==> config.mk <==
export PLATFORM = sky130hd
export DESIGN_NAME = decoder_grant_arbiter_flat
export DESIGN_NICKNAME = d
export VERILOG_FILES = /design/src/rtl/decoder_grant_arbiter_if.sv /design/src/rtl/decoder_grant_arbiter.sv /design/src/flat_wrapper.sv
export SDC_FILE = /design/constraint.sdc
export NUM_CORES = 1
export LEC_CHECK = 0
export ABC_CLOCK_PERIOD_IN_PS = 2890
export CORE_MARGIN = 3
export CORE_UTILIZATION = 30
export CTS_CLUSTER_DIAMETER = 60
export DETAILED_ROUTE_END_ITERATION = 8
export GPL_TIMING_DRIVEN = 0
export HOLD_SLACK_MARGIN = 0.12
export SLEW_MARGIN = 20
export SYNTH_ARGS = -nofsm -noshare
export SYNTH_HDL_FRONTEND = slang
export SYNTH_SLANG_ARGS = --single-unit
==> constraint.sdc <==
create_clock -name clk -period 2.89 [get_ports clk]
set_clock_uncertainty 0.15 [all_clocks]
set_input_delay 0.289 -clock clk [delete_from_list [all_inputs] [get_ports clk]]
set_output_delay 0.289 -clock clk [all_outputs]
set_load 0.005 [all_outputs]
==> src/rtl/decoder_grant_arbiter_if.sv <==
// decoder_grant_arbiter_if
//   Bundle of the request/grant signals shared between the requesting agents
//   and the round-robin decoder arbiter.
//
//   req      [3:0]  request, bit i = requester i
//   done     [3:0]  completion strobe, only the current owner's bit matters
//   sel      [1:0]  decoder select (sel[1] = A, sel[0] = B)
//   en              decoder positive enable
//   grant_n  [3:0]  active-low one-hot grant (decoder outputs)
//   busy            arbiter is in GRANT or RELEASE
//   timeout         one-cycle pulse on a hold-limit release
//
//   master : arbiter side (drives the decoder and status)
//   slave  : requester side (drives req/done)
interface decoder_grant_arbiter_if;
    logic [3:0] req;
    logic [3:0] done;
    logic [1:0] sel;
    logic       en;
    logic [3:0] grant_n;
    logic       busy;
    logic       timeout;

    modport master (
        input  req,
        input  done,
        output sel,
        output en,
        output grant_n,
        output busy,
        output timeout
    );

    modport slave (
        output req,
        output done,
        input  sel,
        input  en,
        input  grant_n,
        input  busy,
        input  timeout
    );
endinterface

==> src/rtl/decoder_grant_arbiter.sv <==
// decoder_grant_arbiter
//   Round-robin arbiter sharing a 2x4 negative-output, positive-enable decoder
//   among four requesters. The registered sel/en drive the decoder, whose
//   active-low outputs form the one-hot grant bus. A grant is held until the
//   owner strobes done, drops its request, or has held for MAX_HOLD cycles.
//   Every release is followed by one RELEASE cycle and one IDLE cycle, so two
//   owners are always separated by at least two cycles of grant_n = 4'b1111.
//
//   Parameters
//     MAX_HOLD  maximum grant length in cycles, 1..255
//   Ports
//     clk       rising-edge clock
//     rst       synchronous active-high reset
//     bus       decoder_grant_arbiter_if.master (req/done in; sel, en,
//               grant_n, busy, timeout out)
module decoder_grant_arbiter #(
    parameter int unsigned MAX_HOLD = 8
) (
    input  logic                           clk,
    input  logic                           rst,
    decoder_grant_arbiter_if.master        bus
);

    localparam logic [7:0] MaxHoldCnt = 8'(MAX_HOLD);

    typedef enum logic [1:0] {
        StIdle,
        StGrant,
        StRelease
    } state_e;

    state_e     state_q;
    logic [1:0] sel_q;
    logic [1:0] last_q;
    logic       en_q;
    logic       busy_q;
    logic       timeout_q;
    logic [7:0] hold_q;

    logic [1:0] winner;
    logic [1:0] cand;
    logic       found;
    logic       owner_done;
    logic       owner_drop;
    logic       hold_max;

    // Round-robin pick: scan last+1, last+2, last+3, last (the previous owner
    // is checked last, so it loses to any other requester).
    always_comb begin
        winner = last_q + 2'd1;
        cand   = '0;
        found  = 1'b0;
        for (int i = 1; i <= 4; i++) begin
            cand = last_q + 2'(i);
            if (!found && bus.req[cand]) begin
                winner = cand;
                found  = 1'b1;
            end
        end
    end

    always_comb begin
        owner_done = bus.done[sel_q];
        owner_drop = ~bus.req[sel_q];
        hold_max   = (hold_q == MaxHoldCnt);
    end

    always_ff @(posedge clk) begin
        if (rst) begin
            state_q   <= StIdle;
            sel_q     <= 2'b00;
            last_q    <= 2'd3;
            en_q      <= 1'b0;
            busy_q    <= 1'b0;
            timeout_q <= 1'b0;
            hold_q    <= 8'd0;
        end else begin
            unique case (state_q)
                StIdle: begin
                    timeout_q <= 1'b0;
                    if (|bus.req) begin
                        sel_q   <= winner;
                        last_q  <= winner;
                        en_q    <= 1'b1;
                        busy_q  <= 1'b1;
                        hold_q  <= 8'd1;
                        state_q <= StGrant;
                    end
                end
                StGrant: begin
                    if (owner_done || owner_drop || hold_max) begin
                        en_q      <= 1'b0;
                        state_q   <= StRelease;
                        // Only a pure hold-limit release counts as a timeout.
                        timeout_q <= hold_max & ~owner_done & ~owner_drop;
                    end else if (hold_q < MaxHoldCnt) begin
                        hold_q <= hold_q + 8'd1;
                    end
                end
                StRelease: begin
                    timeout_q <= 1'b0;
                    busy_q    <= 1'b0;
                    state_q   <= StIdle;
                end
                default: begin
                    en_q      <= 1'b0;
                    busy_q    <= 1'b0;
                    timeout_q <= 1'b0;
                    state_q   <= StIdle;
                end
            endcase
        end
    end

    // The decoder itself: only en gates the outputs, sel keeps its value.
    assign bus.grant_n = en_q ? ~(4'b0001 << sel_q) : 4'b1111;
    assign bus.sel     = sel_q;
    assign bus.en      = en_q;
    assign bus.busy    = busy_q;
    assign bus.timeout = timeout_q;

endmodule

==> src/flat_wrapper.sv <==
// flat-port wrapper written by rule: the top's interface ports become plain ports
module decoder_grant_arbiter_flat 
#(
    parameter int unsigned MAX_HOLD = 8
)
  (clk, rst, bus_req, bus_done, bus_sel, bus_en, bus_grant_n, bus_busy, bus_timeout);
  decoder_grant_arbiter_if bus_i ();
  input  logic clk;
  input  logic rst;
  input wire logic [$bits(bus_i.req)-1:0] bus_req;
  input wire logic [$bits(bus_i.done)-1:0] bus_done;
  output wire logic [$bits(bus_i.sel)-1:0] bus_sel;
  output wire logic [$bits(bus_i.en)-1:0] bus_en;
  output wire logic [$bits(bus_i.grant_n)-1:0] bus_grant_n;
  output wire logic [$bits(bus_i.busy)-1:0] bus_busy;
  output wire logic [$bits(bus_i.timeout)-1:0] bus_timeout;
  assign bus_i.req = bus_req;
  assign bus_i.done = bus_done;
  assign bus_sel = bus_i.sel;
  assign bus_en = bus_i.en;
  assign bus_grant_n = bus_i.grant_n;
  assign bus_busy = bus_i.busy;
  assign bus_timeout = bus_i.timeout;
  decoder_grant_arbiter #(.MAX_HOLD(MAX_HOLD)) u_core (.clk(clk), .rst(rst), .bus(bus_i));
endmodule
======== Yosys cells after proc, flatten, opt, wreduce, memory -nomap -nowiden ========
Cells that the tools add are included.
operators by class
  add/subtract/negate cells ............... 4
  $lt $le $gt $ge ......................... 6
  eq/ne operators ......................... 7
  shifts and indexed selects .............. 1
  multiplexer cells ....................... 30
  bitwise gates (word level) .............. 7
  reductions and logical operators ........ 17
operators with widths
  operator                                                     number
  2-to-1 mux 8 bit                                             3
  case mux 8 bit (2 select lines)                              1
  less-than comparator 2 x 3 -> 1 bit (second input constant)  5
  binary-select mux 1 bit (select 2 bit)                       6
  2-to-1 mux 1 bit                                             11
  2-to-1 mux 2 bit                                             5
  adder 8 x 1 -> 8 bit (second input constant)                 1
  equality test 8 x 4 -> 1 bit (second input constant)         1
  less-than comparator 8 x 4 -> 1 bit (second input constant)  1
  != test 2 x 1 -> 1 bit (second input constant)               3
  AND reduction 2 bit                                          3
  adder 2 bit (second input constant)                          2
  2-to-1 mux 4 bit                                             1
  inverter 1 bit                                               4
  inverter 4 bit                                               1
  case mux 2 bit (2 select lines)                              1
  AND reduction 4 bit                                          1
  OR reduction 4 bit                                           1
  left shift 1 x 2 -> 4 bit (first input constant)             1
  logical AND 1 bit                                            3
  zero test 1 bit                                              3
  case mux 1 bit (3 select lines)                              1
  AND reduction 3 bit                                          1
  adder 2 x 1 -> 2 bit (second input constant)                 1
  other kinds (9)                                              11
storage, ports and cells
  register bits ........................... 17
  output and inout port bits .............. 9
  word-level logic and storage cells ...... 79

======== Depth between registers and ports, before layout ========
  depth after elaboration ................. 13
  gate-level depth with buffers ........... 6
  mapped depth without buffers ............ 6

======== Least setup slack after synthesis ========
Ideal clock, no wire load.
  path kind ............................... input port to flip-flop
  from .................................... input bus_req[3]
  to ...................................... register u_core.hold_q[2]
  library setup time ...................... 0.080 ns
  arrival ................................. 1.690 ns
  required time ........................... 2.660 ns
  setup slack ............................. 0.971 ns
  cell stages on the path ................. 6
  cell sequence ........................... buf_2 -> nand2b_1 -> mux4_2 -> nor4_4 -> nand3b_2 -> a211oi_2
between the ends
  word-level cells in the longest chain between the ends .. 7
  elaborated cells on any way between the ends .. 9
  those cells by class .................... eq/ne: 2; mux: 2; bitwise: 1; reduce/logical: 4
ends and longest elaborated chain
  element                                   RTL line                     text
  from (decl)                               flat_wrapper.sv:10           input wire logic [$bits(bus_i.req)-1:0] bus_req;
  binary-select mux 1 bit (select 2 bit)    decoder_grant_arbiter.sv:64  owner_drop = ~bus.req[sel_q];
  2-to-1 mux 1 bit (not written as such)    decoder_grant_arbiter.sv:64
  inverter 1 bit                            decoder_grant_arbiter.sv:64
  logical OR 1 bit (2 in series)            decoder_grant_arbiter.sv:91  if (owner_done || owner_drop || hold_max) begin
  != test 2 bit (no source line)            --
  AND reduction 4 bit (no source line) (*)  --
  to (signal assigned)                      decoder_grant_arbiter.sv:97  hold_q <= hold_q + 8'd1;
  to (decl)                                 decoder_grant_arbiter.sv:38  logic [7:0] hold_q;
Mark *: on every way between the ends. The rest lies on a longest branch, timed or not. The select of a mux whose other input is x is not followed.
A chain may end at the register's enable or synchronous reset.

======== Final worst setup path ========
  from .................................... input bus_req[0]
  to ...................................... register u_core.hold_q[0]
The elaborated chain is that of the path after synthesis.

==> metrics <==
crit path DAT 2.33 ns; final hold viol count 0; Sink Count 17; worst r2r path cells 4; Mapped Avg Cell Area 8.783 um2; Post-Synth Adder-Cell Area 2.766%; Routed Antenna Nets 0; multiplexer area fraction after synthesis 2.490%; largest family of logic cells by synthesized area simple AND/OR/NAND/NOR gates; Worst setup SP type input pin; maximum vdd drop 0.0001848 V; FFs w/ async S/R, synth 0%; crit path to u_core.hold_q[0]; worst r2r src u_core.bus.sel[0]; core area 2805 um2; max_cap viols 0; number of global-route vias before repair 798; first-pass GRT wire length 3525 um; pin count of the biggest net entering global routing 11; initial antenna violation count 0; headroom to the max-slew limit 54.39%; initial DRC count 15; fin crit period 2.286 ns; synthesis-to-finish area growth 23.79%; vias per cell 5.359; Worst Setup End Kind flip-flop; total die area 3710 um2; Synth area leader dfxtp_1; r2r endpoint u_core.hold_q[0]; XOR/XNOR Fraction of Synth Area 0.9682%; Sum Neg Setup Slack 0 ns; final setup violation count 0; Worst-Margin Slew 0.6805 ns; IO buf count 15; Final Core Density 39.92%; root buf cell clkbuf_4; number of flops mapped to enable cells by yosys 0; Resize count post-CTS 0; status complete, no violations; max-slew violations 0; WHS 0.2830 ns; R2R setup slack 0.76 ns; Placement Rows 19; die height 60.91 um; flop and latch count out of synthesis 17; Final GP Congestion 0.7747; post-synth top area share 37.62%; I/O pins 19; critical path class in -> reg; min-delay worst type in -> reg; CTS Buf Count 3; Nets 135; total grt overflow 0; DIE WIDTH 60.91 um; final worst path period share 79.10%; Clk Latency, worst-skew pair 0.28 ns; Comb pwr share 34.9%; Synth Cell Area 904.6 um2; Int Pwr 0.0004304 W; Routed WL per cell 12.95 um; H-tree levels 1; Compound-Gate Fraction of Synth Area 16.74%; placed instance area 1094 um2; Req. time, crit path 2.93 ns; post-route cell area 1120 um2; prevailing post-synth register cell dfxtp_1; PD cells 575.9 nW/um2; vias 820; Switch Pwr 0.0002146 W; synth unique cells 42; Sw Ratio 33.27%; fillers 293; drc violations 0; drt pass-1 iters 4; share of power burned in registers 46.1%; Synth Area in Simple Gates 34.58%; Leak 0.4156 nW; # hold bufs at CTS 0; Final Instance Count excl. Fillers 153; Post-Synthesis Cells 103; worst-case clock buffer depth 2; Initial Util 32.25%; routed wire length 1981 um; TritonCTS clock tree yes; largest cells by area after synthesis dfxtp_1 (38%), nand2b_1 (4.1%), a21oi_1 (3.3%); highest clock rate 437.5 MHz; RSZ-0062 raised after global routing no; post-synth net total 115; GRT Total Usage 12.26%; Worst setup startpoint bus_req[0]; dpl cells 149; synth warn 0; n_diodes 0; Clk pin slew, worst setup/hold paths 0.09 ns; layout cells sized above 1 11.48%; Final HPWL DP 1523 um; CP max FO 9; clock share of power 19.1%; sequential area share after synthesis 37.62%; number of setup buffers added after CTS 0
worst min path at each step:
stage	end	slack (ns)	startpoint	cells after the start
2_1_floorplan	u_core.hold_q[4]	0.29	u_core.hold_q[4]	1
3_3_place_gp	u_core.bus.busy	0.31	u_core.bus.busy	1
3_5_place_dp	u_core.bus.busy	0.31	u_core.bus.busy	1
4_1_cts	u_core.bus.sel[1]	0.28	rst	2
5_1_grt	u_core.bus.sel[1]	0.30	rst	2
6_report	u_core.bus.sel[1]	0.28	rst	2
logic make-up (layout without fill, tap and decap cells):
logic type | Yosys count | count (layout)
flip-flops | 17 | 17
XOR/XNOR | 1 | 1
buffers and inverters | 11 | 30
adder cells (fa/ha/maj) | 2 | 2
multiplexers | 1 | 1
AO/OA/AOI/OAI | 22 | 22
AND/OR/NAND/NOR | 49 | 49
layout make-up:
type | count | area [um2] | share of cell area [%]
Multi-Input combinational cell | 75 | 520.5 | 46.48
Tap cell | 31 | 38.79 | 3.464
Timing Repair Buffer | 15 | 150.1 | 13.41
Buffer | 6 | 25.02 | 2.235
Sequential cell | 17 | 340.3 | 30.39
Clock buffer | 4 | 26.28 | 2.346
Inverter | 5 | 18.77 | 1.676
cells in the mapped netlist, types with 2 or more instances:
| library cell | number |
|---|---|
| dfxtp_1 | 17 |
| a21oi_1 | 6 |
| nand2b_1 | 6 |
| nor2_1 | 6 |
| inv_1 | 5 |
| nor3_1 | 5 |
| and3_1 | 4 |
| clkbuf_1 | 4 |
| nand2_1 | 4 |
| nand3_1 | 4 |
| nor2b_1 | 3 |
| o21ai_0 | 3 |
| or4_1 | 3 |
| buf_2 | 2 |
| ha_1 | 2 |
| nand3b_1 | 2 |
| o22ai_1 | 2 |
metrics by stage:
| stage | setup slack [ns] | total power [W] |
|---|---|---|
| after floorplan | 0.9706 | 0.0004411 |
| after global placement | 0.3953 | 0.0005196 |
| after detailed placement | 0.3036 | 0.0005296 |
| after CTS | 0.5992 | 0.0006550 |
| after global routing | 0.3847 | 0.0006965 |
| final | 0.6041 | 0.0006449 |
power groups by stage:
stage / logic (W) / clock network (W) / registers [W]
4_1_cts: 0.000227 / 0.000130 / 0.000299
6_report: 0.000225 / 0.000123 / 0.000297
3_3_place_gp: 0.000218 / 0 / 0.000302
5_1_grt: 0.000253 / 0.000138 / 0.000305
2_1_floorplan: 0.000146 / 0 / 0.000295
3_5_place_dp: 0.000226 / 0 / 0.000304
layout by cell type (no fill, tap or decap), types with 2 or more instances in the layout:
| master | synthesis | layout |
|---|---|---|
| ha_1 | 2 | 2 |
| a21oi_1 | 6 | 6 |
| nand2_1 | 4 | 4 |
| nand2b_1 | 6 | 6 |
| buf_2 | 2 | 2 |
| o21ai_0 | 3 | 3 |
| dfxtp_1 | 17 | 17 |
| nor2_1 | 6 | 6 |
| nand3_1 | 4 | 4 |
| o22ai_1 | 2 | 2 |
| inv_1 | 5 | 5 |
| or4_1 | 3 | 3 |
| nor3_1 | 5 | 5 |
| clkdlybuf4s50_1 | 0 | 15 |
| clkbuf_1 | 4 | 5 |
| and3_1 | 4 | 4 |
| nor2b_1 | 3 | 3 |
| clkbuf_4 | 0 | 3 |
| nand3b_1 | 2 | 2 |
flip-flops by register name, summed over array words and instances, names as in the netlist:
| name | flops |
|---|---|
| u_core.hold_q | 8 |
| u_core.bus.sel | 2 |
| u_core.last_q | 2 |
| u_core.state_q | 2 |
| u_core.bus.busy | 1 |
| u_core.bus.en | 1 |
| u_core.bus.timeout | 1 |
critical path, stage by stage:
cell and delay, ns:
clkdlybuf4s50_1 0.62, nand2b_1 0.08, mux4_2 0.55, nor4_4 0.44, nor3_1 0.09, a211oi_1 0.25
layer usage:
| metal | track usage, % | share of wire, % |
|---|---|---|
| met4 | 4.954 | 0.40 |
| met1 | 16.09 | 48 |
| met3 | 1.277 | 3.5 |
| met5 | 0 | 0 |
| met2 | 20.46 | 48 |
Power figures use the tool's default switching activity.
